`config.mk`:
```
export PLATFORM = sky130hd
export DESIGN_NAME = lfsr_seq_counter
export DESIGN_NICKNAME = d
export VERILOG_FILES = /design/src/rtl/lfsr_seq_counter.sv
export SDC_FILE = /design/constraint.sdc
export NUM_CORES = 1
export LEC_CHECK = 0
export CORE_ASPECT_RATIO = 0.7
export CORE_MARGIN = 3
export CORE_UTILIZATION = 43
export DETAILED_ROUTE_END_ITERATION = 16
export PLACE_DENSITY_LB_ADDON = 0.05
export REMOVE_ABC_BUFFERS = 1
export SETUP_SLACK_MARGIN = 0.02
export SYNTH_ARGS = -nofsm -noshare
export SYNTH_HDL_FRONTEND = slang
export SYNTH_SLANG_ARGS = --single-unit
```
`constraint.sdc`:
```
create_clock -name clk -period 2.6 [get_ports clk]
set_input_delay 0.78 -clock clk [delete_from_list [all_inputs] [get_ports clk]]
set_output_delay 0.78 -clock clk [all_outputs]
set_load 0.01 [all_outputs]
```
`src/rtl/lfsr_seq_counter.sv`:
```
// lfsr_seq_counter: full-period LFSR counter with zero-state insertion, seed load, clear,
// reversible stepping and registered compare-match / wrap pulses.
module lfsr_seq_counter #(
    parameter int WIDTH = 10
) (
    input  logic             clk,
    input  logic             rst_n,
    input  logic             clear_i,
    input  logic             load_i,
    input  logic [WIDTH-1:0] seed_i,
    input  logic             enable_i,
    input  logic             dir_i,
    input  logic [WIDTH-1:0] cmp_i,
    output logic [WIDTH-1:0] value_o,
    output logic             match_o,
    output logic             wrap_o
);
    if (WIDTH < 4 || WIDTH > 16) begin : g_bad_width
        $error("lfsr_seq_counter: WIDTH must be in 4..16");
    end
    localparam logic [15:0] TAPS =
        WIDTH == 4  ? 16'h000C : WIDTH == 5  ? 16'h0014 : WIDTH == 6  ? 16'h0030 :
        WIDTH == 7  ? 16'h0060 : WIDTH == 8  ? 16'h00B8 : WIDTH == 9  ? 16'h0110 :
        WIDTH == 10 ? 16'h0240 : WIDTH == 11 ? 16'h0500 : WIDTH == 12 ? 16'h0829 :
        WIDTH == 13 ? 16'h100D : WIDTH == 14 ? 16'h2015 : WIDTH == 15 ? 16'h6000 : 16'hD008;
    localparam logic [WIDTH-1:0] T  = TAPS[WIDTH-1:0];
    localparam logic [WIDTH-2:0] TL = T[WIDTH-2:0];
    logic [WIDTH-1:0] value_q, value_d, fwd, rev;
    logic             match_q, match_d, wrap_q, wrap_d;
    // Zero insertion: the all-zero-low-bits term splices state 0 into the maximal LFSR cycle.
    always_comb begin
        fwd     = {value_q[WIDTH-2:0], ^(value_q & T) ^ (value_q[WIDTH-2:0] == '0)};
        rev     = {value_q[0] ^ ^(value_q[WIDTH-1:1] & TL) ^ (value_q[WIDTH-1:1] == '0),
                   value_q[WIDTH-1:1]};
        value_d = clear_i ? '0 : load_i ? seed_i : !enable_i ? value_q : dir_i ? rev : fwd;
        wrap_d  = !clear_i && !load_i && enable_i && (dir_i ? value_q == '0 : fwd == '0);
        match_d = (clear_i || load_i || enable_i) && value_d == cmp_i;
    end
    always_ff @(posedge clk or negedge rst_n) begin
        if (!rst_n) begin
            value_q <= '0;
            match_q <= 1'b0;
            wrap_q  <= 1'b0;
        end else begin
            value_q <= value_d;
            match_q <= match_d;
            wrap_q  <= wrap_d;
        end
    end
    assign value_o = value_q;
    assign match_o = match_q;
    assign wrap_o  = wrap_q;
endmodule

```
### Word level (Yosys, flattened, before mapping)

Index checks and enable logic that the tools add are counted.

* register bits after elaboration: 12
* bits of input ports: 26
* output and inout bits: 12
* word-level logic and storage cells: 26

* equal/unequal tests: 1
* muxes and demuxes: 5
* bitwise operators: 3
* reduce and logical (&&, ||, !) cells: 14

Operators with widths (count)
* $mux 10: 4
* $logic_not 10->1: 2
* $logic_not 9->1: 2
* $eq 10x10->1: 1
* $reduce_xor 10->1: 1
* $reduce_xor 9->1: 1
* $logic_and 1x1->1: 4
* $xor 1x1->1: 3
* $logic_not 1->1: 2
* $logic_or 1x1->1: 2
* $mux 1: 1

### Depth between registers and ports, before layout

* depth in word-level cells: 9
* gate-level depth with buffers: 8
* gate-level depth less buffers: 6

### Worst setup path after synthesis

OpenSTA, ideal clock, no wires.

* path type: in2reg
* start point: input port enable_i
* end point: register match_q (netlist: match_o)
* library setup time: 101 ps
* arrival: 2361 ps
* data required time: 2499 ps
* setup slack: 138 ps
* stages: 7
* buffers on the path: 1
* cell sequence: clkbuf_1 inv_1 a221o_1 a311o_1 nand3_1 or4b_1 nor4_1

* word-level cells in the longest chain between the ends: 5
* elaborated cells on any way between the ends: 6
* those cells by class: eq/ne (1); mux (3); reduce/logical (2)

Ends and longest elaborated chain
* from (decl): line 11 `input logic enable_i,`
* $mux 10 (3 in a row): line 35 `value_d = clear_i ? '0 : load_i ? seed_i : !enable_i ? value_q : dir_i ? rev : fwd;`
* $eq 10x10->1: line 37 `match_d = (clear_i || load_i || enable_i) && value_d == cmp_i;`
* $logic_and 1x1->1 (*): line 37
* net match_d: line 29 `logic match_q, match_d, wrap_q, wrap_d;`
* to (signal assigned): line 46 `match_q <= match_d;`
* to (decl): line 29

Mark *: on every way through the listed nets, which the timed path passes. The rest lies on a longest branch.

### Final worst setup path

* start point: input port load_i
* end point: register match_q (netlist: match_o)

* word-level cells in the longest chain between the ends: 4
* elaborated cells on any way between the ends: 6
* those cells by class: eq/ne (1); mux (2); reduce/logical (3)

Ends and longest elaborated chain
* from (decl): line 9 `input logic load_i,`
* $mux 10 (2 in a row): line 35
* net value_d[7]: line 28 `logic [WIDTH-1:0] value_q, value_d, fwd, rev;`
* $eq 10x10->1: line 37
* $logic_and 1x1->1: line 37
* net match_d: line 29

The timed path passes the listed nets, and every way through them passes these cells.

==> impl_metrics.tcl <==
set metrics [dict create \
    p_per_area_nw_per_um2 385.8 \
    initial_core_util 0.4868 \
    clock_tree.htree_level_count 1 \
    boundaryPins 38 \
    cts_clk_pin_slew_worst_paths_ns 0.10 \
    timing.critical_path.depth 7 \
    num_rows 13 \
    cts_num_sinks 12 \
    layout.cells.most_common_list "clkdlybuf4s50_1 (35), buf_4 (21), dfrtp_1 (12), nand2_1 (9), xnor2_1 (9)" \
    synthesis.instances 114 \
    grt_start_max_net_pins 13 \
    timing.hold.ws_ns 0.6406 \
    area_of_the_multi_input_gates_um2 608.1 \
    num_antenna_cells 0 \
    dpl_cell_area_um2 1493 \
    share_of_the_clock_period_used_by_the_worst_path_after_layout 0.9611 \
    worstSkewPairLatency_ns 0.29 \
    num_cts_buffers 3 \
    dp_hpwl_um 2554 \
    clock_tree.root_cell "clkbuf_4" \
    synth.yosys.warnings 0 \
    synth-async-reset-ratio 1.000 \
    postSynthAreaPerCell_um2 8.473 \
    cts_hold_buffers 0 \
    synth.top_cell.area_share 0.3109 \
    timing.final.crit_period_ns 2.499 \
    timing.critical_path.arrival_ns 2.70 \
    io_buffer_count 37 \
    outcome "completed" \
    final_core_util 0.7749 \
    finish.instance_area_um2 1538 \
    critPathTopFamily "simple AND/OR/NAND/NOR gates" \
    place.detailed.instances 193 \
    syn_area_um2 965.9 \
    dr.pass1.iters 4 \
    drt.antenna.violating_nets 0 \
    vias_per_cell 5.717 \
    max_freq_mhz 400.2 \
    total_via_count_in_the_routed_design 1132 \
    vias_in_the_first_global_route 1144 \
    area.growth.synth_to_final_pct 59.20 \
    grt.overflow.total 0 \
    dieArea_um2 2860 \
    leakage_nw 0.6316 \
    ys_seq_area_frac 0.3109 \
    final_layout_size_suffix_gt1_frac 0.1905 \
    route.detailed.drc 0 \
    synth_enable_flop_cells 0 \
    gp_routability_congestion 0.9016 \
    worst_setup_path_start_kind "primary input" \
    hold_path.class "reg2reg" \
    cp-end-kind "register" \
    tns_ns 0 \
    synthTopCellsByArea "dfrtp_1 (31%), xnor2_1 (8.2%), a221o_1 (5.2%)" \
    post-synth-top-area-cell "dfrtp_1" \
    critPathSlowestCell "or4b_1" \
    final_hold_violation_count 0 \
    worst-setup-path-type "in2reg" \
    placeableCoreArea_um2 1984 \
    timing.final.ws_setup_ns 0.1012 \
    initialDrtViolationCount 64 \
    worst_hold_path.num_cells 1 \
    max-slew-margin-rel 0.5854 \
    synth_seq_cells 12 \
    required_ns 2.80 \
    worstPathBufferInverterCount 2 \
    num-nets-final 195 \
    fillers 152 \
    grtUsageTotal 0.2523 \
    stdcell_count 198 \
    grt_first_pass_wirelength_um 5533 \
    rr_worst_depth 6 \
    crit_path_cell_trace "clkdlybuf4s50_1 > buf_4 > a211o_1 > a21oi_2 > xor2_1 > or4b_1 > nor4_1" \
    critPathMaxFanout 9 \
    rsz0062_at_grt "false" \
    floorplan.die.width_um 62.65 \
    synth_flop_cell "dfrtp_1" \
    wl_per_cell_um 16.77 \
    initial_antenna_violation_count 0 \
    die_height_um 45.66 \
    final_setup_viols 0 \
    post_synth_num_cell_types 42 \
    worst_setup_timing_slack_at_the_placement_stage_ns -0.4532 \
    max-vdd-ir-drop_uv 307.7 \
    timing.final.max_slew_violations 0 \
    layout_commonest_cell "clkdlybuf4s50_1" \
    slew_at_the_pin_closest_to_its_max_slew_limit_ns 0.6200 \
    seqCellArea_um2 300.3 \
    tritoncts "built" \
    cts-root-to-sink-buffers 2 \
    finClkSkew_ns 0.01250 \
    crit_path_max_incr_delay_ns 0.48 \
    power_mw 0.5932 \
    max-cap-violations 0 \
    route.final.wire_length_um 3320 \
]
## final timing paths
kind / endpoint / start / slack [ns]
max in group asynchronous: value_o[3] / rst_n / 1.32
max reg2reg: match_o / value_o[3] / 0.17
min in group asynchronous: value_o[9] / rst_n / 0.86
min: wrap_o / value_o[0] / 0.64
max: match_o / load_i / 0.10
min reg2reg: wrap_o / value_o[0] / 0.64
## cell usage after synthesis (all sizes together), types with 3 or more instances
master / instances
or3: 3
inv: 8
nor2: 7
o21ai: 3
nand2: 9
nor4: 4
xnor2: 9
nor4b: 4
nor3: 3
a21oi: 4
a221o: 5
dfrtp: 12
a211oi: 5
clkbuf: 7
nor2b: 3
## flip-flops by register name, indices dropped and copies added (netlist names)
register  cells
match_o       1
value_o      10
wrap_o        1
## cell families (layout without fill, tap and decap cells)
group | Yosys count | in the layout | synth area share
simple gates | 44 | 44 | 0.2720
compound gates | 29 | 29 | 0.2293
buf+inv | 16 | 70 | 0.06347
flops | 12 | 12 | 0.3109
xor+xnor | 10 | 10 | 0.09068
mux | 3 | 3 | 0.03368
## power breakdown
part	leakage, nW	internal (mW)	total [mW]	switching, mW
Clock	0.0210	0.0854	0.162	0.0769
Sequential	0.159	0.198	0.217	0.0189
Combinational	0.452	0.120	0.214	0.0942
## layout make-up
class,instances,area share
clock buffers,4,0.02360
inverters,8,0.01953
multi-input cells,86,0.3954
flip-flops and latches,12,0.1953
well taps,30,0.02441
repair buffers,58,0.3417
## layer usage
layer | GRT usage | up-vias | share of wire
met3 | 0.05926 | 4 | 0.094
li1 | - | 536 | -
met2 | 0.4449 | 57 | 0.46
met5 | 0 | - | 0
met1 | 0.3263 | 535 | 0.43
met4 | 0.04386 | 0 | 0.0099
## what timing repair did
item	in CTS	in global routing
resized for setup	2	1
setup buffers	0	1
setup endpoints to repair	1	1
No activity file was read; power rests on OpenSTA's default activity.
